### src/rtl/i2s_pkg.sv
// Shared I2S frame geometry, sample-pair type and slot classification helper.
package i2s_pkg;

  localparam int unsigned FRAME_BITS       = 64;
  localparam int unsigned SLOT_BITS        = 32;
  localparam int unsigned LEFT_SLOT_FIRST  = 0;
  localparam int unsigned LEFT_SLOT_LAST   = 31;
  localparam int unsigned RIGHT_SLOT_FIRST = 32;
  localparam int unsigned RIGHT_SLOT_LAST  = 63;
  localparam int unsigned BIT_CNT_W        = $clog2(FRAME_BITS);

  typedef logic [SLOT_BITS-1:0] slot_word_t;

  // Samples are stored MSB-justified in a full slot word.
  typedef struct packed {
    slot_word_t lft;
    slot_word_t rght;
  } smpl_pair_t;

  typedef enum logic [1:0] {
    SEG_GUARD,
    SEG_LEFT,
    SEG_RIGHT
  } slot_seg_e;

  // Which part of the frame a bit position belongs to; the first bit of each
  // slot is the one-sclk data lag and always carries 0.
  function automatic slot_seg_e slot_seg(input logic [BIT_CNT_W-1:0] b);
    if (b == BIT_CNT_W'(LEFT_SLOT_FIRST) || b == BIT_CNT_W'(RIGHT_SLOT_FIRST))
      return SEG_GUARD;
    else if (b <= BIT_CNT_W'(LEFT_SLOT_LAST))
      return SEG_LEFT;
    else
      return SEG_RIGHT;
  endfunction

endpackage

### src/rtl/i2s_sclk_gen.sv
// Bit-clock divider: cnt runs 0..SCLK_DIV-1, sclk is high for the upper half,
// fall_evt marks the cycle whose closing edge drops sclk.
module i2s_sclk_gen #(
  parameter int unsigned SCLK_DIV = 32
) (
  input  logic clk,
  input  logic rst,
  input  logic en,
  output logic sclk,
  output logic fall_evt
);

  localparam int unsigned CNT_W = $clog2(SCLK_DIV);
  localparam logic [CNT_W-1:0] CNT_LAST = CNT_W'(SCLK_DIV - 1);
  localparam logic [CNT_W-1:0] CNT_HALF = CNT_W'(SCLK_DIV / 2);

  logic [CNT_W-1:0] cnt;
  logic [CNT_W-1:0] cnt_nxt;

  // Wrapping divider increment.
  always_comb begin
    cnt_nxt = (cnt == CNT_LAST) ? '0 : cnt + CNT_W'(1);
  end

  // sclk and fall_evt are registered images of the next count value.
  always_ff @(posedge clk) begin
    if (rst || !en) begin
      cnt      <= '0;
      sclk     <= 1'b0;
      fall_evt <= 1'b0;
    end else begin
      cnt      <= cnt_nxt;
      sclk     <= (cnt_nxt >= CNT_HALF);
      fall_evt <= (cnt_nxt == CNT_LAST);
    end
  end

endmodule

### src/rtl/i2s_mstr.sv
// I2S master serializer with a one-pair valid/ready holding buffer.
// Define I2S_MSTR_REPEAT_EN to repeat the last transmitted pair on underflow;
// otherwise an underflowing frame is muted (all zeros).
// With SMPL_W = 32 the left LSB would coincide with the zero bit at the
// start of the right slot and is not transmitted.
module i2s_mstr
  import i2s_pkg::*;
#(
  parameter int unsigned SCLK_DIV = 32,
  parameter int unsigned SMPL_W   = 24
) (
  input  logic              clk,
  input  logic              rst,
  input  logic              en,
  input  logic [SMPL_W-1:0] lft_chnnl,
  input  logic [SMPL_W-1:0] rght_chnnl,
  input  logic              in_vld,
  output logic              in_rdy,
  output logic              I2S_sclk,
  output logic              I2S_ws,
  output logic              I2S_data,
  output logic              frm_strt,
  output logic              undrflw
);

  localparam logic [BIT_CNT_W-1:0] BIT_LAST = BIT_CNT_W'(RIGHT_SLOT_LAST);

  logic                 fall_evt;
  logic                 fall;
  logic                 load;
  logic                 xfer;
  logic                 hold_full;
  smpl_pair_t           hold_pair;
  smpl_pair_t           in_pair;
  smpl_pair_t           uf_pair;
  smpl_pair_t           load_pair;
  slot_word_t           sh_l;
  slot_word_t           sh_r;
  logic [BIT_CNT_W-1:0] bit_cnt;
  logic [BIT_CNT_W-1:0] bit_nxt;

  i2s_sclk_gen #(
    .SCLK_DIV(SCLK_DIV)
  ) u_sclk_gen (
    .clk     (clk),
    .rst     (rst),
    .en      (en),
    .sclk    (I2S_sclk),
    .fall_evt(fall_evt)
  );

  // Frame-level events and the handshake, all derived from registered state.
  always_comb begin
    fall         = fall_evt && en;
    load         = fall && (bit_cnt == BIT_LAST);
    xfer         = in_vld && !hold_full;
    bit_nxt      = bit_cnt + BIT_CNT_W'(1);
    in_pair.lft  = slot_word_t'(lft_chnnl)  << (SLOT_BITS - SMPL_W);
    in_pair.rght = slot_word_t'(rght_chnnl) << (SLOT_BITS - SMPL_W);
    load_pair    = hold_full ? hold_pair : uf_pair;
  end

  assign in_rdy   = !hold_full;
  assign frm_strt = load;
  assign undrflw  = load && !hold_full;

  // Holding buffer: a load drains it, otherwise a transfer fills it. An empty
  // buffer at load time can be filled on that same edge for the next frame.
  always_ff @(posedge clk) begin
    if (rst) begin
      hold_full <= 1'b0;
      hold_pair <= '0;
    end else if (load && hold_full) begin
      hold_full <= 1'b0;
    end else if (xfer) begin
      hold_full <= 1'b1;
      hold_pair <= in_pair;
    end
  end

`ifdef I2S_MSTR_REPEAT_EN
  smpl_pair_t last_pair;

  // Remember the last pair actually taken from the buffer for replay.
  always_ff @(posedge clk) begin
    if (rst) begin
      last_pair <= '0;
    end else if (load && hold_full) begin
      last_pair <= hold_pair;
    end
  end

  assign uf_pair = last_pair;
`else
  assign uf_pair = '0;
`endif

  // Serializer: ws, data and bit_cnt move only on fall events.
  always_ff @(posedge clk) begin
    if (rst) begin
      bit_cnt  <= '1;
      I2S_ws   <= 1'b1;
      I2S_data <= 1'b0;
      sh_l     <= '0;
      sh_r     <= '0;
    end else if (!en) begin
      bit_cnt  <= '1;
      I2S_ws   <= 1'b1;
      I2S_data <= 1'b0;
    end else if (fall) begin
      bit_cnt <= bit_nxt;
      I2S_ws  <= bit_nxt[BIT_CNT_W-1];
      if (load) begin
        sh_l     <= load_pair.lft;
        sh_r     <= load_pair.rght;
        I2S_data <= 1'b0;
      end else if (slot_seg(bit_nxt) == SEG_LEFT) begin
        I2S_data <= sh_l[SLOT_BITS-1];
        sh_l     <= {sh_l[SLOT_BITS-2:0], 1'b0};
      end else if (slot_seg(bit_nxt) == SEG_RIGHT) begin
        I2S_data <= sh_r[SLOT_BITS-1];
        sh_r     <= {sh_r[SLOT_BITS-2:0], 1'b0};
      end else begin
        I2S_data <= 1'b0;
      end
    end
  end

endmodule

### config.mk
export PLATFORM = sky130hd
export DESIGN_NAME = i2s_mstr
export DESIGN_NICKNAME = d
export VERILOG_FILES = /design/src/rtl/i2s_pkg.sv /design/src/rtl/i2s_sclk_gen.sv /design/src/rtl/i2s_mstr.sv
export SDC_FILE = /design/constraint.sdc
export NUM_CORES = 1
export LEC_CHECK = 0
export CAP_MARGIN = 15
export CORE_ASPECT_RATIO = 0.7
export CORE_MARGIN = 5
export CORE_UTILIZATION = 61
export CTS_CLUSTER_DIAMETER = 80
export DETAILED_ROUTE_END_ITERATION = 10
export PLACE_DENSITY_LB_ADDON = 0.25
export SLEW_MARGIN = 25
export SYNTH_ARGS = -nofsm -noshare
export SYNTH_HDL_FRONTEND = slang
export SYNTH_HIERARCHICAL = 1
export SYNTH_SLANG_ARGS = --single-unit
### constraint.sdc
create_clock -name clk -period 4.22 [get_ports clk]
set_input_delay 0.844 -clock clk [delete_from_list [all_inputs] [get_ports clk]]
set_output_delay 0.844 -clock clk [all_outputs]
set_load 0.01 [all_outputs]
==> results of run 1 <==
-- state kept, by name, indices dropped and copies added (netlist names) --
signal / count
hold_pair: 48
sh_l: 24
sh_r: 24
bit_cnt: 5
u_sclk_gen/cnt: 4
I2S_data: 1
I2S_ws: 1
hold_full: 1
u_sclk_gen/fall_evt: 1
u_sclk_gen/sclk: 1
-- final cells by class --
type	instances	area (um^2)	area share (%)
Inverter	4	15.0	0.249
Clock inverter	7	65.1	1.08
Timing Repair Buffer	67	663	11.0
Multi-Input combinational cell	447	2730	45.2
Tap cell	105	131	2.18
Clock buffer	9	225	3.74
Sequential cell	110	2200	36.6
-- kinds of logic after synthesis --
group,Yosys count
multiplexers,46
AO/OA/AOI/OAI,154
flip-flops,110
adder cells (fa/ha/maj),5
buffers and inverters,66
XOR/XNOR,6
AND/OR/NAND/NOR,236
-- power groups by stage --
stage / sequential, uW / combinational (uW) / clock [uW]
floorplan: 1100 / 76.2 / 0
global placement: 1110 / 133 / 0
detailed placement: 1110 / 137 / 0
CTS: 1080 / 138 / 841
global route: 1090 / 158 / 885
finish: 1080 / 142 / 828
-- path summary, 6_finish.rpt --
path | cells after the start | to
worst max-delay path | 5 | frm_strt
worst min-delay path | 2 | hold_pair[58]
worst max register to register | 5 | sh_l[28]
worst min register to register | 2 | hold_pair[58]
-- per-layer routing --
layer / vias to the layer above / global-route usage [%] / wire (um)
li1: 2188 / - / -
met1: 2057 / 28.1 / 5290
met2: 85 / 38.8 / 5600
met3: 18 / 5.52 / 440
met4: 0 / 6.38 / 157
met5: - / 0 / 0
-- worst reg2reg max path: stages (launching register included) --
cell and delay [ps]:
dfxtp_1 400, ha_1 340, nand4bb_1 130, o211ai_1 280
a211o_1 810, mux2_2 450
-- metrics by stage --
stage | setup slack, ps | power, uW
2_1_floorplan | 1880 | 1180
4_1_cts | 856 | 2060
5_1_grt | 778 | 2130
3_3_place_gp | 876 | 1240
3_5_place_dp | 865 | 1240
6_report | 847 | 2050
-- layout by cell type, fill, tap and decap left out, types with 2 or more instances in the layout --
cell type	instances
dfxtp_1	109
nand2_1	106
a21oi_1	95
clkdlybuf4s50_1	56
nor2b_1	49
o21ai_0	49
nand4_1	48
mux2_2	27
mux2_4	19
buf_4	10
clkbuf_16	9
nor2_1	8
ha_1	5
inv_1	4
nand3_1	4
xor2_1	4
clkinv_2	4
nand2b_1	3
nor3_1	2
and2_1	2
and3_1	2
xnor2_1	2
and4_1	2
a31o_2	2
and3_2	2
a211oi_1	2
clkinvlp_4	2
==> qor.yml, run 1 <==
status: "completed"
synth_compound_area_share_pct: 15.3
tightest_slew_ps: 1000
cts_made_buffers: 9
synth_top_family_by_area: "simple AND/OR/NAND/NOR gates"
h-tree-depth: 3
first_pass_iters: 7
synthXorXnorAreaFrac_pct: 1.01
grt_usage_pct: 22.4
cp_num_buf_inv: 3
start_util_pct: 62.2
wl_per_cell_um: 15.3
synth.largest_area_cell: "dfxtp_1"
synthArstFlopShare_pct: 0
insertedDiodeCount: 0
ys.flop_type: "dfxtp_1"
critical_path.top_delay_family: "buffers and inverters"
fill_cells: 666
clockBufferDepth: 2
hp-class: "reg2reg"
place_inst: 732
min_period_ps: 3370
grt.overflow.total: 0
ant_nets: 0
crit_type: "in2out"
clockPowerShare_pct: 40.3
rows: 28
io_pins: 58
cap_violations: 0
first_iter_violations: 351
cp-end-kind: "output pin"
postCtsSetupBuffers: 0
io_buffers: 57
ys_top_cells_by_area: "dfxtp_1 42%, a21oi_1 9.1%, nand2_1 7.6%"
fin_cells: 749
p_comb_share_pct: 6.9
seq_area_frac_synth_pct: 42.1
synth_edf_count: 0
worstSetupStartpoint: "en"
postLayoutCoreUtil_pct: 71.7
slew_headroom_pct: 33.3
cts_tree: "built"
grt_setup_unrepaired: "false"
max_freq_mhz: 297
post-route-drc-count: 0
reg2reg_from: "bit_cnt[0]"
die_h_um: 87.5
critical_path_required_ps: 3380
power_density_nw_per_um2: 341
antenna_found_initial: 0
root_buffer: "clkbuf_16"
arrival_ps: 2530
cts_resized: 0
setup_viol: 0
clkTransAtPathRegs_ps: 70
fin_setup_tns_ps: 0
yosys.area.top_type_share_pct: 42.1
synthCells: 623
avgSynthCellArea_um2: 8.39
dpl_cell_area_um2: 5710
yosysWarnings: 6
grt_pass1_wl_um: 19500
final_hold_viol_count: 0
cp_common_cell: "clkdlybuf4s50_1"
synth.distinct_cells: 40
postRouteWirelength_um: 11500
coreArea_um2: 8410
die_area_um2: 10600
cp_slowest_cell: "clkdlybuf4s50_1"
final_area_um2: 6030
vias_per_cell: 5.81
slew_violations: 0
syn_to_final_growth_pct: 15.3
place.gp.congestion: 0.802
ys_seq_elements: 110
worstHoldStart: "hold_pair[58]"
intPower_uw: 1590
power.share.switching_pct: 22.6
worst_setup_path_start_kind: "input pin"
syn-cell-area_um2: 5230
worst_path_largest_cell_delay_ps: 580
yosys.area_share.adder_pct: 1.20
cts.sinks: 110
drive_gt1_share_pct: 12.7
ir_drop_v: 0.000243
synth_nets: 680
vias: 4348
insertion_delay_ps: 340
synth_simple_gate_area_share_pct: 23.2
seq_power_share_pct: 52.8
dpl.hpwl_um: 7030
hold_ws_ps: 460
muxShareOfSynthArea_pct: 11.3
regToRegSetupSlack_ps: 1700
grt_max_degree: 104
power.leakage_uw: 0.00224
die_w_um: 121
yosys.cell_count.top_type: "dfxtp_1"
cts_hold_buffers: 0
crit_fanout: 25
period_share_pct: 79.9
synthTopCellsByCount: "110 x dfxtp_1, 106 x nand2_1, 95 x a21oi_1"
fin_nets: 696
skew_ps: 6.62
grt_pass1_vias: 4254
path_cells: "clkdlybuf4s50_1 > nand3_1 > buf_4 > nor2_1 > clkdlybuf4s50_1"
p_switching_uw: 464
Note: power is estimated with default switching activity, not from simulation.
==> run 2: changes to the inputs <==
CORE_UTILIZATION = 56   (was 61)
clock period = 3.31 ns   (was 4.22 ns; I/O delays follow)
==> qor.yml, run 2 (same netlist as run 1, synthesis figures left out) <==
final_area_um2: 6050  # was 6030 um^2
wl_per_cell_um: 15.2  # was 15.3 um
largest_register_ffs: 48  # unchanged
grt.overflow.total: 0  # unchanged
die_h_um: 90.8  # was 87.5 um
start_util_pct: 57.6  # was 62.2%
postCtsSetupBuffers: 0  # unchanged
cts_tree: "built"  # unchanged
hold_ws_ps: 457  # was 460 ps
critical_path_required_ps: 2650  # was 3380 ps
arrival_ps: 2370  # was 2530 ps
post-route-drc-count: 0  # unchanged
power.leakage_uw: 0.00224  # about the same
cp-end-kind: "output pin"  # unchanged
drive_gt1_share_pct: 12.6  # was 12.7%
grt_setup_unrepaired: "false"  # unchanged
ir_drop_v: 0.000332  # was 0.000243 V
place.gp.congestion: 0.770  # was 0.802
insertedDiodeCount: 0  # unchanged
ant_nets: 0  # unchanged
fin_cells: 768  # was 749
final_cell_mix: "109 x dfxtp_1, 106 x nand2_1, 95 x a21oi_1, 56 x clkdlybuf4s50_1"  # unchanged
clockBufferDepth: 2  # unchanged
cts_resized: 0  # unchanged
syn_to_final_growth_pct: 15.7  # was 15.3%
postLayoutCoreUtil_pct: 66.7  # was 71.7%
vias: 4371  # was 4,348
final_hold_viol_count: 0  # unchanged
tightest_slew_ps: 972  # was 1000 ps
coreArea_um2: 9070  # was 8410 um^2
slew_headroom_pct: 35.2  # was 33.3%
crit_type: "in2out"  # unchanged
top_regs: "hold_pair: 48 flops, sh_l: 24 flops, sh_r: 24 flops"  # unchanged
vias_per_cell: 5.69  # was 5.81
grt_pass1_vias: 4256  # was 4,254
status: "completed"  # unchanged
fin_nets: 697  # was 696
fin_setup_tns_ps: 0  # unchanged
first_pass_iters: 5  # was 7
io_buffers: 57  # unchanged
min_period_ps: 3030
slew_violations: 0  # unchanged
cts_hold_buffers: 0  # unchanged
clkTransAtPathRegs_ps: 70  # about the same
setup_viol: 0  # unchanged
crit_fanout: 12  # was 25
period_share_pct: 91.7
cap_violations: 0  # unchanged
place_inst: 753  # was 732
insertion_delay_ps: 350  # was 340 ps
io_pins: 58  # unchanged
dpl.hpwl_um: 7080  # was 7030 um
worstHoldStart: "hold_pair[47]"  # was hold_pair[58]
grt_max_degree: 61  # was 104
largest_register: "hold_pair"  # unchanged
grt_pass1_wl_um: 19700  # was 19,500 um
grt_usage_pct: 20.6  # was 22.4%
max_freq_mhz: 330
postRouteWirelength_um: 11700  # was 11,500 um
worst_setup_path_start_kind: "input pin"  # unchanged
first_iter_violations: 292  # was 351
power_density_nw_per_um2: 430  # was 341 nW/um^2
dpl_cell_area_um2: 5760  # was 5710 um^2
worstSetupStartpoint: "en"  # unchanged
rows: 29  # was 28
hp-class: "reg2reg"  # unchanged
die_w_um: 125  # was 121 um
cts.sinks: 110  # unchanged
antenna_found_initial: 0  # unchanged
mostFrequentLayoutCell: "dfxtp_1"  # unchanged
cts_made_buffers: 9  # unchanged
root_buffer: "clkbuf_16"  # unchanged
skew_ps: 6.93  # was 6.62 ps
reg2reg_from: "bit_cnt[0]"  # unchanged
die_area_um2: 11400  # was 10,600 um^2
h-tree-depth: 3  # unchanged
run 2: changes by cell type in the layout (fill, tap and decap cells not counted):
cell / previous run / this run
clkinvlp_4: 2 / 1
buf_4: 10 / 11
clkinv_4: 0 / 1
buf_16: 1 / 0
clkbuf_1: 0 / 1
bufinv_16: 1 / 0
clkinv_2: 4 / 0
clkbuf_8: 0 / 3
buf_12: 0 / 1
run 2: path summary, 6_finish.rpt:
check / slack, ps / depth (start not counted) / to
setup reg to reg: 760 / 5 / sh_l[14]
hold reg to reg: 460 / 2 / hold_pair[47]
hold / removal: 460 / 2 / hold_pair[47]
setup / recovery: 280 / 5 / undrflw
run 2: layout make-up:
cell class	count	area (um^2)
clock buffers	13	270
clock inverters	2	16.3
fillers	784	3020
inverters	4	15.0
multi-input cells	447	2730
flip-flops and latches	110	2200
well taps	124	155
repair buffers	68	663
run 2: power by group:
part / switching, uW / total (uW) / internal [uW]
registers: 25.9 / 1380 / 1360
logic: 91.9 / 177 / 85.1
clock network: 469 / 1040 / 570
total: 587 / 2600 / 2010
run 2: critical path, stage by stage:
cell,delay (ps)
clkdlybuf4s50_1,560
nand3_1,140
buf_4,210
nor3_1,210
clkdlybuf4s50_1,590
run 2: per-layer routing:
| metal | track usage, % | part of all wire [%] |
|---|---|---|
| met2 | 35.0 | 49 |
| met5 | 0 | 0 |
| met1 | 25.6 | 46 |
| met3 | 5.38 | 4.2 |
| met4 | 6.68 | 1.4 |
run 2: metrics by stage:
stage / total power [uW] / worst slack, ps
2_1_floorplan: 1500 / 1150
6_report: 2600 / 276
4_1_cts: 2620 / 255
5_1_grt: 2700 / 172
3_3_place_gp: 1590 / 256
3_5_place_dp: 1590 / 261
